<file path="src/rtl/fft_stream_pkg.sv">
// Shared types and default geometry for the streaming frame deserializer.
package fft_stream_pkg;

  localparam int DEF_DATA_W = 32;
  localparam int DEF_NPOINT = 16;
  localparam int DEF_LANES  = 4;

  typedef enum logic [1:0] {
    BANK_EMPTY    = 2'd0,
    BANK_FILLING  = 2'd1,
    BANK_FULL     = 2'd2,
    BANK_DRAINING = 2'd3
  } bank_state_t;

  // Complete control state of the ping-pong pair; out_bank names the bank
  // whose beat currently sits in the output register.
  typedef struct packed {
    bank_state_t [1:0] bank;
    logic              wr_bank;
    logic              rd_bank;
    logic              out_bank;
  } ctrl_t;

  localparam ctrl_t CTRL_RESET = '0;

endpackage

</file>
<file path="src/rtl/frame_bank.sv">
// One frame of storage: serial write port, LANES-wide strided combinational read.
module frame_bank #(
  parameter int DATA_W = 32,
  parameter int NPOINT = 16,
  parameter int LANES  = 4
) (
  input  logic                          clk,
  input  logic                          we,
  input  logic [$clog2(NPOINT)-1:0]     waddr,
  input  logic [DATA_W-1:0]             wdata,
  input  logic [$clog2(NPOINT/LANES)-1:0] rbeat,
  output logic [LANES*DATA_W-1:0]       rdata
);

  localparam int D     = NPOINT / LANES;
  localparam int IDX_W = $clog2(NPOINT);

  logic [DATA_W-1:0] mem [NPOINT];

  always_ff @(posedge clk) begin
    if (we) mem[waddr] <= wdata;
  end

  // Lane k of beat j is sample k*D + j.
  for (genvar k = 0; k < LANES; k++) begin : g_lane
    logic [IDX_W-1:0] ridx;
    assign ridx = IDX_W'(k * D) + IDX_W'(rbeat);
    assign rdata[k*DATA_W +: DATA_W] = mem[ridx];
  end

endmodule

</file>
<file path="src/rtl/stream_lane_deserializer.sv">
// Serial sample stream to LANES-wide beats through two ping-pong frame banks.
module stream_lane_deserializer
  import fft_stream_pkg::*;
#(
  parameter int DATA_W = DEF_DATA_W,
  parameter int NPOINT = DEF_NPOINT,
  parameter int LANES  = DEF_LANES
) (
  input  logic                    clk,
  input  logic                    reset,
  input  logic                    flush,
  input  logic [DATA_W-1:0]       in_data,
  input  logic                    in_valid,
  output logic                    in_ready,
  output logic [LANES*DATA_W-1:0] out_data,
  output logic                    out_valid,
  input  logic                    out_ready,
  output logic                    out_first,
  output logic                    out_last
);

  localparam int D      = NPOINT / LANES;
  localparam int IDX_W  = $clog2(NPOINT);
  localparam int BEAT_W = $clog2(D);
  localparam logic [IDX_W-1:0]  LAST_IDX  = IDX_W'(NPOINT - 1);
  localparam logic [BEAT_W-1:0] LAST_BEAT = BEAT_W'(D - 1);

  if ((NPOINT < 4) || (NPOINT > 1024) || ((NPOINT & (NPOINT - 1)) != 0)) begin : g_bad_npoint
    $error("NPOINT must be a power of two in 4..1024");
  end
  if ((LANES < 1) || ((LANES & (LANES - 1)) != 0) || (LANES >= NPOINT)) begin : g_bad_lanes
    $error("LANES must be a power of two smaller than NPOINT");
  end
  if (DATA_W < 1) begin : g_bad_width
    $error("DATA_W must be at least 1");
  end

  // Handshake: a transfer happens on a rising clk edge where valid and ready are
  // both high; in_ready depends only on registered state.
  ctrl_t                   ctrl_q, ctrl_d;
  logic [IDX_W-1:0]        wr_idx_q, wr_idx_d;
  logic [BEAT_W-1:0]       rd_beat_q, rd_beat_d;
  logic [LANES*DATA_W-1:0] out_data_d;
  logic                    out_valid_d, out_first_d, out_last_d;
  logic [LANES*DATA_W-1:0] rdata [2];
  logic                    wr_fire, out_fire, load;

  assign in_ready = (ctrl_q.bank[ctrl_q.wr_bank] == BANK_EMPTY) ||
                    (ctrl_q.bank[ctrl_q.wr_bank] == BANK_FILLING);
  assign wr_fire  = in_valid && in_ready;
  assign out_fire = out_valid && out_ready;

  // Beat 0 needs a full bank; later beats continue the bank being drained.
  assign load = (!out_valid || out_fire) &&
                ((rd_beat_q == '0) ? (ctrl_q.bank[ctrl_q.rd_bank] == BANK_FULL)
                                   : (ctrl_q.bank[ctrl_q.rd_bank] == BANK_DRAINING));

  frame_bank #(.DATA_W(DATA_W), .NPOINT(NPOINT), .LANES(LANES)) u_bank0 (
    .clk   (clk),
    .we    (wr_fire && !flush && (ctrl_q.wr_bank == 1'b0)),
    .waddr (wr_idx_q),
    .wdata (in_data),
    .rbeat (rd_beat_q),
    .rdata (rdata[0])
  );

  frame_bank #(.DATA_W(DATA_W), .NPOINT(NPOINT), .LANES(LANES)) u_bank1 (
    .clk   (clk),
    .we    (wr_fire && !flush && (ctrl_q.wr_bank == 1'b1)),
    .waddr (wr_idx_q),
    .wdata (in_data),
    .rbeat (rd_beat_q),
    .rdata (rdata[1])
  );

  always_comb begin
    ctrl_d      = ctrl_q;
    wr_idx_d    = wr_idx_q;
    rd_beat_d   = rd_beat_q;
    out_data_d  = out_data;
    out_valid_d = out_valid;
    out_first_d = out_first;
    out_last_d  = out_last;
    if (flush) begin
      ctrl_d      = CTRL_RESET;
      wr_idx_d    = '0;
      rd_beat_d   = '0;
      out_data_d  = '0;
      out_valid_d = 1'b0;
      out_first_d = 1'b0;
      out_last_d  = 1'b0;
    end else begin
      if (wr_fire) begin
        if (wr_idx_q == LAST_IDX) begin
          ctrl_d.bank[ctrl_q.wr_bank] = BANK_FULL;
          ctrl_d.wr_bank              = ~ctrl_q.wr_bank;
          wr_idx_d                    = '0;
        end else begin
          ctrl_d.bank[ctrl_q.wr_bank] = BANK_FILLING;
          wr_idx_d                    = wr_idx_q + IDX_W'(1);
        end
      end
      if (out_fire) begin
        out_valid_d = 1'b0;
        out_first_d = 1'b0;
        out_last_d  = 1'b0;
        if (out_last) ctrl_d.bank[ctrl_q.out_bank] = BANK_EMPTY;
      end
      // The bank that is drained is never the one being written, so both
      // updates above and below can land in the same cycle.
      if (load) begin
        out_valid_d     = 1'b1;
        out_data_d      = rdata[ctrl_q.rd_bank];
        out_first_d     = (rd_beat_q == '0);
        out_last_d      = (rd_beat_q == LAST_BEAT);
        ctrl_d.out_bank = ctrl_q.rd_bank;
        if (rd_beat_q == '0) ctrl_d.bank[ctrl_q.rd_bank] = BANK_DRAINING;
        if (rd_beat_q == LAST_BEAT) begin
          rd_beat_d      = '0;
          ctrl_d.rd_bank = ~ctrl_q.rd_bank;
        end else begin
          rd_beat_d = rd_beat_q + BEAT_W'(1);
        end
      end
    end
  end

  always_ff @(posedge clk or posedge reset) begin
    if (reset) begin
      ctrl_q    <= CTRL_RESET;
      wr_idx_q  <= '0;
      rd_beat_q <= '0;
      out_data  <= '0;
      out_valid <= 1'b0;
      out_first <= 1'b0;
      out_last  <= 1'b0;
    end else begin
      ctrl_q    <= ctrl_d;
      wr_idx_q  <= wr_idx_d;
      rd_beat_q <= rd_beat_d;
      out_data  <= out_data_d;
      out_valid <= out_valid_d;
      out_first <= out_first_d;
      out_last  <= out_last_d;
    end
  end

endmodule
</file>
<file path="config.mk">
export PLATFORM = sky130hd
export DESIGN_NAME = stream_lane_deserializer
export DESIGN_NICKNAME = d
export VERILOG_FILES = /design/src/rtl/fft_stream_pkg.sv /design/src/rtl/frame_bank.sv /design/src/rtl/stream_lane_deserializer.sv
export SDC_FILE = /design/constraint.sdc
export NUM_CORES = 1
export LEC_CHECK = 0
export BUFFER_PORTS_ARGS = -buffer_cell sky130_fd_sc_hd__buf_4
export CORE_MARGIN = 3
export CORE_UTILIZATION = 40
export CTS_CLUSTER_DIAMETER = 60
export DETAILED_ROUTE_END_ITERATION = 8
export GPL_TIMING_DRIVEN = 0
export MAX_ROUTING_LAYER = met4
export PLACE_DENSITY = 0.68
export SYNTH_ARGS = -nofsm -noshare
export SYNTH_HDL_FRONTEND = slang
export SYNTH_SLANG_ARGS = --single-unit
</file>
<file path="constraint.sdc">
create_clock -name clk -period 5.35 [get_ports clk]
set_input_delay 1.3375 -clock clk [delete_from_list [all_inputs] [get_ports clk]]
set_output_delay 1.3375 -clock clk [all_outputs]
set_load 0.01 [all_outputs]
</file>
==> results of run 1 <==
kinds of logic after synthesis:
| logic type | Yosys count |
|---|---|
| compound gates | 283 |
| xor+xnor | 2 |
| fa+ha+maj | 7 |
| buf+inv | 139 |
| flops | 1168 |
| mux | 389 |
| simple gates | 84 |
per-layer routing:
metal  wire length [µm]  vias to the layer above  global-route usage, %
met5                  0                        -                      -
met4               3039                        0                  5.880
met3               8907                      152                  3.659
met2              55730                      905                  31.83
met1              45300                    11861                  25.78
li1                   -                     9301                      -
flip-flops by register name (all words and copies together), names as in the netlist:
name         flops
out_data       128
out_first        1
out_last         1
ctrl_q           7
out_valid        1
rd_beat_q        2
wr_idx_q         4
u_bank0.mem    512
u_bank1.mem    512
cells in the final DEF (no fill, tap or decap), types with 12 or more instances in the layout:
cell type / netlist / final
sky130_fd_sc_hd__clkinv_1: 1 / 12
sky130_fd_sc_hd__dfrtp_1: 144 / 144
sky130_fd_sc_hd__and2_2: 0 / 16
sky130_fd_sc_hd__nand2_1: 13 / 13
sky130_fd_sc_hd__clkbuf_16: 0 / 112
sky130_fd_sc_hd__mux2i_1: 130 / 130
sky130_fd_sc_hd__clkbuf_8: 0 / 13
sky130_fd_sc_hd__edfxtp_1: 1024 / 1024
sky130_fd_sc_hd__buf_4: 26 / 194
sky130_fd_sc_hd__buf_12: 0 / 23
sky130_fd_sc_hd__buf_6: 14 / 23
sky130_fd_sc_hd__clkbuf_1: 47 / 90
sky130_fd_sc_hd__clkinv_2: 0 / 16
sky130_fd_sc_hd__a21oi_1: 133 / 133
sky130_fd_sc_hd__buf_2: 46 / 46
sky130_fd_sc_hd__mux4_2: 256 / 256
sky130_fd_sc_hd__a211oi_2: 120 / 120
layout make-up:
class / instances / area share [%]
diodes: 5 / 0.02376
multi-input cells: 765 / 19.33
clock buffers: 168 / 5.969
clock inverters: 35 / 0.5109
inverters: 5 / 0.04515
flip-flops and latches: 1168 / 65.25
repair buffers: 209 / 3.885
plain buffers: 134 / 1.450
well taps: 1488 / 3.536
power by group:
group / leakage [nW] / switching [W] / internal, W / total [W]
Sequential: 11.2 / 0.00000750 / 0.00994 / 0.00995
Combinational: 4.88 / 0.000290 / 0.0000533 / 0.000344
Clock: 1.67 / 0.00322 / 0.00418 / 0.00740
Total: 17.8 / 0.00352 / 0.0142 / 0.0177
stage by stage:
stage | cell area (µm²) | setup WS (ns)
after detailed placement | 49230 | 1.130
final | 52650 | 1.667
after global placement | 48320 | -2.088
after floorplan | 45190 | 0.1462
after global routing | 52640 | 1.722
after CTS | 52640 | 1.810
cells in the mapped netlist, types with 3 or more instances:
| library cell | n | share of area, % |
|---|---|---|
| sky130_fd_sc_hd__ha_1 | 7 | 0.19 |
| sky130_fd_sc_hd__mux2i_1 | 130 | 2.9 |
| sky130_fd_sc_hd__buf_2 | 46 | 0.51 |
| sky130_fd_sc_hd__and3_1 | 3 | 0.042 |
| sky130_fd_sc_hd__a21oi_2 | 9 | 0.17 |
| sky130_fd_sc_hd__nor2_1 | 21 | 0.17 |
| sky130_fd_sc_hd__a21oi_1 | 133 | 1.5 |
| sky130_fd_sc_hd__nor3_1 | 4 | 0.044 |
| sky130_fd_sc_hd__buf_4 | 26 | 0.43 |
| sky130_fd_sc_hd__inv_1 | 4 | 0.033 |
| sky130_fd_sc_hd__mux4_2 | 256 | 13 |
| sky130_fd_sc_hd__buf_6 | 14 | 0.35 |
| sky130_fd_sc_hd__dfrtp_1 | 144 | 8.0 |
| sky130_fd_sc_hd__nand2b_1 | 3 | 0.042 |
| sky130_fd_sc_hd__and2_1 | 17 | 0.24 |
| sky130_fd_sc_hd__nand2_1 | 13 | 0.11 |
| sky130_fd_sc_hd__a211oi_1 | 8 | 0.13 |
| sky130_fd_sc_hd__a211oi_2 | 120 | 3.3 |
| sky130_fd_sc_hd__clkbuf_1 | 47 | 0.39 |
| sky130_fd_sc_hd__edfxtp_1 | 1024 | 68 |
| sky130_fd_sc_hd__o21ai_0 | 6 | 0.066 |
| sky130_fd_sc_hd__nand3_1 | 10 | 0.11 |
worst min-delay path by stage:
| stage | startpoint | end | slack, ns | cells past startpoint |
|---|---|---|---|---|
| after floorplan | ctrl_q[0] | ctrl_q[0] | 0.53 | 2 |
| after global placement | ctrl_q[0] | ctrl_q[0] | 0.55 | 2 |
| after global routing | ctrl_q[0] | ctrl_q[0] | 0.61 | 2 |
| final | ctrl_q[0] | ctrl_q[0] | 0.58 | 2 |
| after CTS | ctrl_q[0] | ctrl_q[0] | 0.57 | 2 |
| after detailed placement | ctrl_q[0] | ctrl_q[0] | 0.56 | 2 |
worst max-delay path: stages:
cell and delay, ns:
sky130_fd_sc_hd__buf_4 0.13, sky130_fd_sc_hd__clkbuf_1 1.08, sky130_fd_sc_hd__clkbuf_1 0.90, sky130_fd_sc_hd__clkbuf_1 0.62, sky130_fd_sc_hd__a211oi_2 0.10
==> flow_summary.rst, run 1 <==
.. list-table::
   :header-rows: 1

   * - Metric
     - Value
   * - Area Overhead vs Synth
     - 16.50%
   * - Worst Max-Slew Pin Slew
     - 1.480 ns
   * - Number of enable flip-flop cells after synthesis
     - 1024
   * - Setup Total Neg Slack
     - 0 ns
   * - Crit share post-route
     - slightly below 70%
   * - Complex-gate fraction of the synthesized area
     - 5.293%
   * - Highest Clock Rate
     - between 200 and 300 MHz
   * - Endpoint of the worst register-to-register path
     - out_data[60]
   * - Overall die area
     - 117100 µm²
   * - Total half-perimeter wirelength after legalization and detailed placement
     - 71290 µm
   * - Initial antenna violation count
     - 4
   * - Clock Latency Late Sink
     - 0.68 ns
   * - Largest fanout on the critical path
     - 10
   * - Time the worst path needs with I/O delays and setup
     - 3.683 ns
   * - Average routed wire per standard cell
     - 28.41 µm
   * - Post-synthesis adder-cell area fraction
     - 0.1938%
   * - Number of setup violations in the final report
     - 0
   * - Sink Count
     - 1168
   * - Number of nets with antenna violations after routing
     - 0
   * - Net count of the finished layout
     - between 2000 and 2500
   * - Worst Skew
     - between 0.02 and 0.03 ns
   * - Worst reg-to-reg path cell count
     - 8
   * - Share of synthesized registers carrying an async set or reset
     - 12.33%
   * - Synthesized-area fraction occupied by xor and xnor cells
     - 0.07198%
   * - Multiplexer fraction of the synthesized cell area
     - 15.72%
   * - Number of distinct library cell variants in the gate-level netlist after synthesis
     - 43
   * - TritonCTS clock tree
     - done
   * - Wire length of the first global-routing pass
     - 162600 µm
   * - DRT Pass-1 Iters
     - 5
   * - Post-synthesis share of cell area spent on and, or, nand and nor gates
     - less than 1%
   * - Total power draw
     - 0.01769 W
   * - Power per Cell Area
     - 335.9 nW/µm²
   * - Main flop type after synthesis
     - sky130_fd_sc_hd__edfxtp_1
   * - Worst EP required
     - 5.86 ns
   * - Core ar.
     - 111400 µm²
   * - RSZ-0062 raised after global routing
     - false
   * - CTS H-tree lvls
     - 3
   * - Placed Cells
     - 3769
   * - Proportion of layout cells with a drive suffix above 1
     - 34.94%
   * - Hold Crit Class
     - flop to flop
   * - Number of instances in the synthesized netlist
     - between 2000 and 2500
   * - Critical path endpoint
     - out_data[60]
   * - Launch point of the worst reg-to-reg path
     - rd_beat_q[1]
   * - Post-CTS Setup Bufs
     - 0
   * - Count of buffers from port buffering
     - about 170
   * - Final max-slew violation count
     - 0
   * - Die X-Extent
     - 342.1 µm
   * - Worst rel slew slack
     - 1.316%
   * - Critical path origin
     - flush
   * - Share of the yosys chip area belonging to registers
     - roughly three quarters
   * - Max Root-Sink Buffers
     - 3
   * - Largest voltage drop on the vdd net
     - 0.0002377 V
   * - # IOs
     - 169
   * - Routed via count
     - 22219
   * - Site Rows
     - 122
   * - Type of element capturing the critical path
     - flop
   * - CTS clk-pin slew, worst paths
     - 0.06 ns
   * - Static leakage
     - 17.77 nW
   * - Number of storage elements in the synthesis netlist
     - 1168
   * - Clock tree root driver cell
     - sky130_fd_sc_hd__clkbuf_16
   * - DRC violation total after the first TritonRoute iteration
     - between 2000 and 2500
   * - RePlAce Congestion
     - 0.8131
   * - Maximum number of pins on one net before global-route repair
     - 87
   * - Combinational family with the most area after synthesis
     - multiplexers
   * - Area of combinational cells with multiple inputs
     - 10180 µm²
   * - Crit path kind
     - primary input to flop
   * - Post-synthesis area per instance
     - 21.81 µm²
   * - Flop2flop setup slack
     - 2.16 ns
   * - Max_cap viols
     - 0
   * - Cell area after technology mapping
     - 45190 µm²
   * - Syn Nets
     - 2116
   * - Number of inserted filler cells in the final layout
     - 9052
   * - Post-DR vias/cell
     - roughly 5.6
   * - Die height
     - ~340 µm
   * - Routed wire length
     - roughly 110000 µm
   * - Starting density of the core
     - around two fifths
   * - Startpoint class of the critical path
     - primary input
   * - Count of instances resized after the clock tree is built
     - 0
   * - Final number of hold-violating endpoints
     - 0
   * - Number of warnings printed during yosys synthesis
     - 0
   * - Vias in the first global route
     - 23303
   * - Cts bufs inserted
     - 108
   * - Status
     - finished clean
   * - Core utilization of the finished layout
     - 47.25%
   * - Non-filler cells, final
     - 3977
   * - Grt ovf
     - 0
   * - CP Data Arrival Time
     - 4.19 ns
   * - Remaining routing DRC violations
     - 0
   * - Hold-fix buffer count after cts
     - 0
   * - Worst hold slack after final layout
     - 0.5799 ns
   * - Sequential cell area in the final layout
     - approximately 34000 µm²
   * - Global-route usage over all layers
     - 19.76%
No activity file was read; power rests on OpenSTA's default activity.
==> run 2: changes to the inputs <==
- PLACE_DENSITY: 0.68 -> 0.66
- clock period: 5.35 -> 3.5 ns (I/O delays scaled with it)
==> flow_summary.rst, run 2 (same netlist as run 1, synthesis figures left out) <==
.. list-table::
   :header-rows: 1

   * - Metric
     - Value
   * - Status
     - finished clean
   * - Global-route met1 utilization
     - 25.40% (-0.38 points)
   * - RePlAce Congestion
     - 0.8377 (+3.0%)
   * - Static leakage
     - 17.87 nW (+0.57%)
   * - Setup Total Neg Slack
     - 0 ns (unchanged)
   * - Initial antenna violation count
     - 4 (unchanged)
   * - Largest fanout on the critical path
     - 10 (unchanged)
   * - Clock Latency Late Sink
     - 0.67 ns (about the same)
   * - DRT Pass-1 Iters
     - 6 (+1)
   * - RSZ-0062 raised after global routing
     - false
   * - Most frequent standard cell in the layout excluding fill and tap cells
     - sky130_fd_sc_hd__edfxtp_1
   * - Routed wire length
     - 113100 µm (+0.15%)
   * - Number of nets with antenna violations after routing
     - 0 (unchanged)
   * - # IOs
     - 169 (unchanged)
   * - Die X-Extent
     - 342.1 µm (unchanged)
   * - Final max-slew violation count
     - 0 (unchanged)
   * - DRC violation total after the first TritonRoute iteration
     - 2458 (+3.3%)
   * - Crit path kind
     - flop to flop
   * - Number of setup violations in the final report
     - 0 (unchanged)
   * - Crit share post-route
     - 93.67%
   * - Non-filler cells, final
     - 3977 (unchanged)
   * - Sink Count
     - 1168 (unchanged)
   * - Placed Cells
     - 3767 (-0.053%)
   * - Cts bufs inserted
     - 111 (+2.8%)
   * - Proportion of layout cells with a drive suffix above 1
     - 35.34% (+0.40 points)
   * - Worst-path cell with the longest stage delay
     - sky130_fd_sc_hd__clkbuf_1
   * - Vias in the first global route
     - 23469 (+0.71%)
   * - Average routed wire per standard cell
     - 28.45 µm (+0.15%)
   * - Count of buffers from port buffering
     - 168 (unchanged)
   * - Highest Clock Rate
     - approximately 310 MHz
   * - CP Data Arrival Time
     - 3.86 ns (-0.33 ns)
   * - Starting density of the core
     - 40.56% (unchanged)
   * - Grt ovf
     - 0 (unchanged)
   * - Worst Max-Slew Pin Slew
     - 0.9750 ns (-0.5052 ns)
   * - Total half-perimeter wirelength after legalization and detailed placement
     - 72550 µm (+1.8%)
   * - Type of element capturing the critical path
     - flop
   * - Max Root-Sink Buffers
     - 3 (unchanged)
   * - TritonCTS clock tree
     - done
   * - Worst rel slew slack
     - 35.00% (+34 points)
   * - Delay of the slowest cell on the worst path
     - 0.72 ns (-0.36 ns)
   * - Worst Skew
     - 0.02437 ns (-0.003231 ns)
   * - Hold Crit Class
     - primary input to asynchronous set/reset pin
   * - Max_cap viols
     - 0 (unchanged)
   * - Worst EP required
     - 4.08 ns (-1.78 ns)
   * - Time the worst path needs with I/O delays and setup
     - 3.279 ns
   * - Hold-fix buffer count after cts
     - 0 (unchanged)
   * - Power per Cell Area
     - 516.4 nW/µm² (+54%)
   * - Wire length of the first global-routing pass
     - 163700 µm (+0.68%)
   * - DP Worst Slack
     - -0.2835 ns (-1.414 ns)
   * - Post-CTS Setup Bufs
     - 0 (unchanged)
   * - Overall die area
     - 117100 µm² (unchanged)
   * - Core ar.
     - 111400 µm² (unchanged)
   * - Net count of the finished layout
     - 2437 (+0.082%)
   * - Die height
     - 342.1 µm (unchanged)
   * - Critical path, cell by cell
     - clkinv_1 > clkbuf_1 > ha_1 > xnor2_2 > buf_4 > buf_2 > a21oi_1 > a211oi_2
   * - Grt met3 use
     - 4.025% (+0.37 points)
   * - Routed via count
     - 22274 (+0.25%)
   * - Summed area of non-filler cells in the final layout
     - 52910 µm² (+0.49%)
   * - Maximum number of pins on one net before global-route repair
     - 42 (-52%)
   * - Clock tree root driver cell
     - sky130_fd_sc_hd__clkbuf_16
   * - Area Overhead vs Synth
     - 17.08%
   * - Startpoint class of the critical path
     - flop
   * - CTS clk-pin slew, worst paths
     - 0.06 ns (about the same)
   * - CTS H-tree lvls
     - 3 (unchanged)
   * - Post-DR vias/cell
     - 5.601 (+0.25%)
   * - Busiest layer in global routing
     - met2
   * - Count of instances resized after the clock tree is built
     - 0 (unchanged)
   * - Most frequent cells in the layout
     - 1024 x sky130_fd_sc_hd__edfxtp_1, 256 x sky130_fd_sc_hd__mux4_2, 194 x sky130_fd_sc_hd__buf_4
   * - Largest voltage drop on the vdd net
     - 0.0003758 V (+58%)
   * - Largest registers
     - u_bank0.mem (512), u_bank1.mem (512), out_data (128)
   * - Site Rows
     - 122 (unchanged)
   * - Global-route usage over all layers
     - 19.99% (+0.23 points)
   * - Placement-stage cell area
     - 49380 µm² (+0.32%)
   * - Final worst slack
     - 0.2215 ns (-1.446 ns)
   * - Remaining routing DRC violations
     - 0 (unchanged)
   * - Final number of hold-violating endpoints
     - 0 (unchanged)
   * - Core utilization of the finished layout
     - 47.48% (+0.23 points)
   * - Global routing met2 resource utilization
     - 32.75% (+0.92 points)
==> run 2: changes by cell type in the layout (fill, tap and decap cells not counted), sizes merged <==
cell	delta
bufinv	+2
clkbuf	-19
clkinv	+19
clkinvlp	+2
diode	-3
buf	-1
==> run 2: cell type report <==
cell class,count,area (µm²)
Fill cell,9083,58520
Sequential cell,1168,34350
Multi-Input combinational cell,765,10200
Clock buffer,149,3095
Timing Repair Buffer,208,2200
Tap cell,1488,1862
Buffer,134,763.2
Clock inverter,58,412.9
Inverter,5,22.52
Antenna cell,2,5.005
==> run 2: final timing paths <==
path                               from      endpoint  slack [ns]  cells after the start
max                        rd_beat_q[1]  out_data[60]        0.22                      8
min                               reset  out_data[90]        0.25                      2
max reg2reg                rd_beat_q[1]  out_data[60]        0.22                      8
min reg2reg                   ctrl_q[0]     ctrl_q[0]        0.58                      2
max in group asynchronous         reset  out_data[24]        2.43                      4
min in group clk              out_ready     out_valid        0.57                      3
==> run 2: worst max-delay path, delay by kind of cell, from the launching register on <==
kind,cells,cell delay [ns]
buffers and inverters,4,1.62
adders and majority gates,1,0.51
DFF,1,0.40
AOI/OAI and AO/OA,2,0.36
xor gates and xnor gates,1,0.29
==> run 2: per-layer routing <==
layer	vias up	share of wire [%]
met4	0	2.7
li1	9298	-
met1	11973	39
met3	164	7.7
met5	-	0
met2	839	50
==> run 2: where the power goes <==
| group | switching [W] | internal (W) |
|---|---|---|
| clock | 0.00504 | 0.00655 |
| sequential | 0.0000109 | 0.0152 |
| combinational | 0.000445 | 0.0000904 |
| total | 0.00549 | 0.0218 |
==> run 2: per-stage QoR <==
step	hold WS, ns	power (W)
floorplan	0.5291	0.01565
global placement	0.5562	0.01598
detailed placement	0.5617	0.01603
CTS	0.2265	0.02751
global route	0.2633	0.02809
finish	0.2503	0.02733
==> run 3: changes to the inputs <==
- CORE_UTILIZATION: 40 -> 46
- PLACE_DENSITY: 0.66 -> 0.61
==> flow_summary.rst, run 3 (same netlist as run 1, synthesis figures left out) <==
.. list-table::
   :header-rows: 1

   * - Metric
     - Value
   * - Status
     - finished clean
   * - Final number of hold-violating endpoints
     - 0 (unchanged)
   * - CTS clk-pin slew, worst paths
     - 0.06 ns (about the same)
   * - Worst Max-Slew Pin Slew
     - 0.9654 ns (-0.009657 ns)
   * - Detail Route met3 WL
     - 6200 µm (-29%)
   * - Final max-slew violation count
     - 0 (unchanged)
   * - Count of instances resized after the clock tree is built
     - 0 (unchanged)
   * - DP Worst Slack
     - 0.2752 ns (+0.5587 ns)
   * - Number of inserted filler cells in the final layout
     - 7322 (-19%)
   * - Placement-stage cell area
     - 49120 µm² (-0.53%)
   * - Routed metal-1 wire length
     - 46580 µm (+5.1%)
   * - Cts bufs inserted
     - 116 (+4.5%)
   * - DRC violation total after the first TritonRoute iteration
     - 2017 (-18%)
   * - Most frequent cells in the layout
     - 1024 x sky130_fd_sc_hd__edfxtp_1, 256 x sky130_fd_sc_hd__mux4_2, 194 x sky130_fd_sc_hd__buf_4
   * - Count of buffers from port buffering
     - 168 (unchanged)
   * - # IOs
     - 169 (unchanged)
   * - RePlAce Congestion
     - 0.8181 (-2.3%)
   * - Largest registers
     - u_bank0.mem (512), u_bank1.mem (512), out_data (128)
   * - Average routed wire per standard cell
     - 29.87 µm (+5.0%)
   * - Total half-perimeter wirelength after legalization and detailed placement
     - 70950 µm (-2.2%)
   * - CTS H-tree lvls
     - 3 (unchanged)
   * - Met2 WL post-DR
     - 57540 µm (+0.88%)
   * - Die X-Extent
     - 319.4 µm (-6.6%)
   * - RSZ-0062 raised after global routing
     - false
   * - Starting density of the core
     - 46.60% (+6.0 points)
   * - Max_cap viols
     - 0 (unchanged)
   * - Clock tree root driver cell
     - sky130_fd_sc_hd__clkbuf_16
   * - Grt ovf
     - 0 (unchanged)
   * - Max Root-Sink Buffers
     - 3 (unchanged)
   * - Remaining routing DRC violations
     - 0 (unchanged)
   * - Initial antenna violation count
     - 2 (-2)
   * - Type of element capturing the critical path
     - flop
   * - Number of setup violations in the final report
     - 0 (unchanged)
   * - Hold Crit Class
     - primary input to asynchronous set/reset pin
   * - Crit path kind
     - flop to flop
   * - Crit share post-route
     - 92.34% (-1.3 points)
   * - Highest Clock Rate
     - 309.4 MHz (+1.4%)
   * - Die height
     - 319.4 µm (-6.6%)
   * - Largest fanout on the critical path
     - 10 (unchanged)
   * - Site Rows
     - 114 (-6.6%)
   * - Post-DR vias/cell
     - 5.883 (+5.0%)
   * - Vias in the first global route
     - 23162 (-1.3%)
   * - Global-route usage over all layers
     - 22.86% (+2.9 points)
   * - Diode count
     - 0 (-2)
   * - Worst-path cell with the longest stage delay
     - sky130_fd_sc_hd__clkbuf_1
   * - Startpoint class of the critical path
     - flop
   * - Overall die area
     - 102000 µm² (-13%)
   * - Core ar.
     - 96990 µm² (-13%)
   * - Maximum number of pins on one net before global-route repair
     - 39 (-7.1%)
   * - Delay of the slowest cell on the worst path
     - 0.71 ns (about the same)
   * - DRT Pass-1 Iters
     - 5 (-1)
   * - Largest voltage drop on the vdd net
     - 0.0004357 V (+16%)
   * - Hold-fix buffer count after cts
     - 0 (unchanged)
   * - Worst Skew
     - 0.01587 ns (-0.008505 ns)
   * - Time the worst path needs with I/O delays and setup
     - 3.232 ns (-0.04647 ns)
   * - Area Overhead vs Synth
     - 17.59%
   * - Sink Count
     - 1168 (unchanged)
   * - Net count of the finished layout
     - 2441 (+0.16%)
   * - Number of nets with antenna violations after routing
     - 0 (unchanged)
   * - Critical path, cell by cell
     - clkinv_1 > clkbuf_1 > ha_1 > xnor2_2 > buf_4 > buf_2 > a21oi_1 > a211oi_2
   * - Wire length of the first global-routing pass
     - 162800 µm (-0.56%)
   * - TritonCTS clock tree
     - done
   * - Worst rel slew slack
     - 35.64% (+0.64 points)
   * - Summed area of non-filler cells in the final layout
     - 53150 µm² (+0.44%)
   * - Proportion of layout cells with a drive suffix above 1
     - 36.08% (+0.74 points)
   * - Clock Latency Late Sink
     - 0.67 ns (about the same)
   * - Post-CTS Setup Bufs
     - 0 (unchanged)
   * - Worst EP required
     - 4.07 ns (about the same)
   * - Routed wire length
     - 112800 µm (-0.30%)
   * - Max layer used
     - met4
   * - Most frequent standard cell in the layout excluding fill and tap cells
     - sky130_fd_sc_hd__edfxtp_1
   * - Static leakage
     - 18.11 nW (+1.3%)
   * - CP Data Arrival Time
     - 3.80 ns (-0.06 ns)
   * - Power per Cell Area
     - 540.5 nW/µm² (+4.7%)
   * - Final worst slack
     - 0.2679 ns (+0.04647 ns)
   * - Routed via count
     - 22216 (-0.26%)
run 3: cell count changes in the layout (fill, tap and decap cells not counted), moves of 2 or more:
cell                         previous run  this run
sky130_fd_sc_hd__bufinv_16              5        20
sky130_fd_sc_hd__clkinv_2              25        28
sky130_fd_sc_hd__clkbuf_8               9         7
sky130_fd_sc_hd__inv_6                  3         5
sky130_fd_sc_hd__clkbuf_1              72        63
sky130_fd_sc_hd__buf_12                15        18
sky130_fd_sc_hd__buf_8                  4         1
sky130_fd_sc_hd__diode_2                2         0
sky130_fd_sc_hd__clkinvlp_4             3         5
sky130_fd_sc_hd__clkbuf_16            115       118
sky130_fd_sc_hd__clkinv_4               2         0
run 3: path summary, 6_finish.rpt:
path / start / to / slack, ns / cells after the start
setup / recovery: rd_beat_q[1] / out_data[68] / 0.27 / 8
hold / removal: reset / out_data[109] / 0.27 / 2
setup reg to reg: rd_beat_q[1] / out_data[68] / 0.27 / 8
hold reg to reg: ctrl_q[0] / ctrl_q[0] / 0.58 / 2
max in group asynchronous: reset / out_data[26] / 2.35 / 4
min in group clk: out_ready / out_valid / 0.56 / 3
run 3: cell type report:
class / instances / area (µm²) / share of cell area [%]
sequential: 1168 / 34350 / 64.64
timing repair buffer: 207 / 2187 / 4.115
multi-input combinational: 765 / 10200 / 19.19
inverter: 5 / 22.52 / 0.04238
buffer: 134 / 764.5 / 1.438
tap: 1276 / 1597 / 3.004
clock inverter: 79 / 910.9 / 1.714
clock buffer: 142 / 3113 / 5.857
run 3: metal layers:
metal / vias up / track usage (%)
li1: 9316 / -
met2: 728 / 37.85
met3: 120 / 3.139
met5: - / -
met1: 12052 / 30.31
met4: 0 / 5.720
run 3: where the power goes:
| group | total [W] | switching (W) | leakage, nW | internal, W |
|---|---|---|---|---|
| clock network | 0.0130 | 0.00521 | 1.98 | 0.00778 |
| registers | 0.0152 | 0.0000113 | 11.2 | 0.0152 |
| logic | 0.000537 | 0.000448 | 4.91 | 0.0000890 |
| total | 0.0287 | 0.00566 | 18.1 | 0.0231 |
run 3: through the flow:
step / TNS [ns] / util, % / instances / hold WS (ns) / power, W
final: 0 / 54.79 / 3776 / 0.2691 / 0.02873
after CTS: 0 / 54.79 / 3776 / 0.2376 / 0.02892
after global placement: -802.00 / 49.56 / 3516 / 0.5445 / 0.01599
after global routing: 0 / 54.79 / 3776 / 0.2878 / 0.02951
after detailed placement: 0 / 50.64 / 3555 / 0.5680 / 0.01604
after floorplan: 0 / - / 2072 / 0.5291 / 0.01565
run 3: worst max-delay path, delay by kind of cell (launching register included):
kind | cells | cell delay (ns)
fa+ha+maj | 1 | 0.50
flops | 1 | 0.40
xor+xnor | 1 | 0.28
compound gates | 2 | 0.34
buf+inv | 4 | 1.57
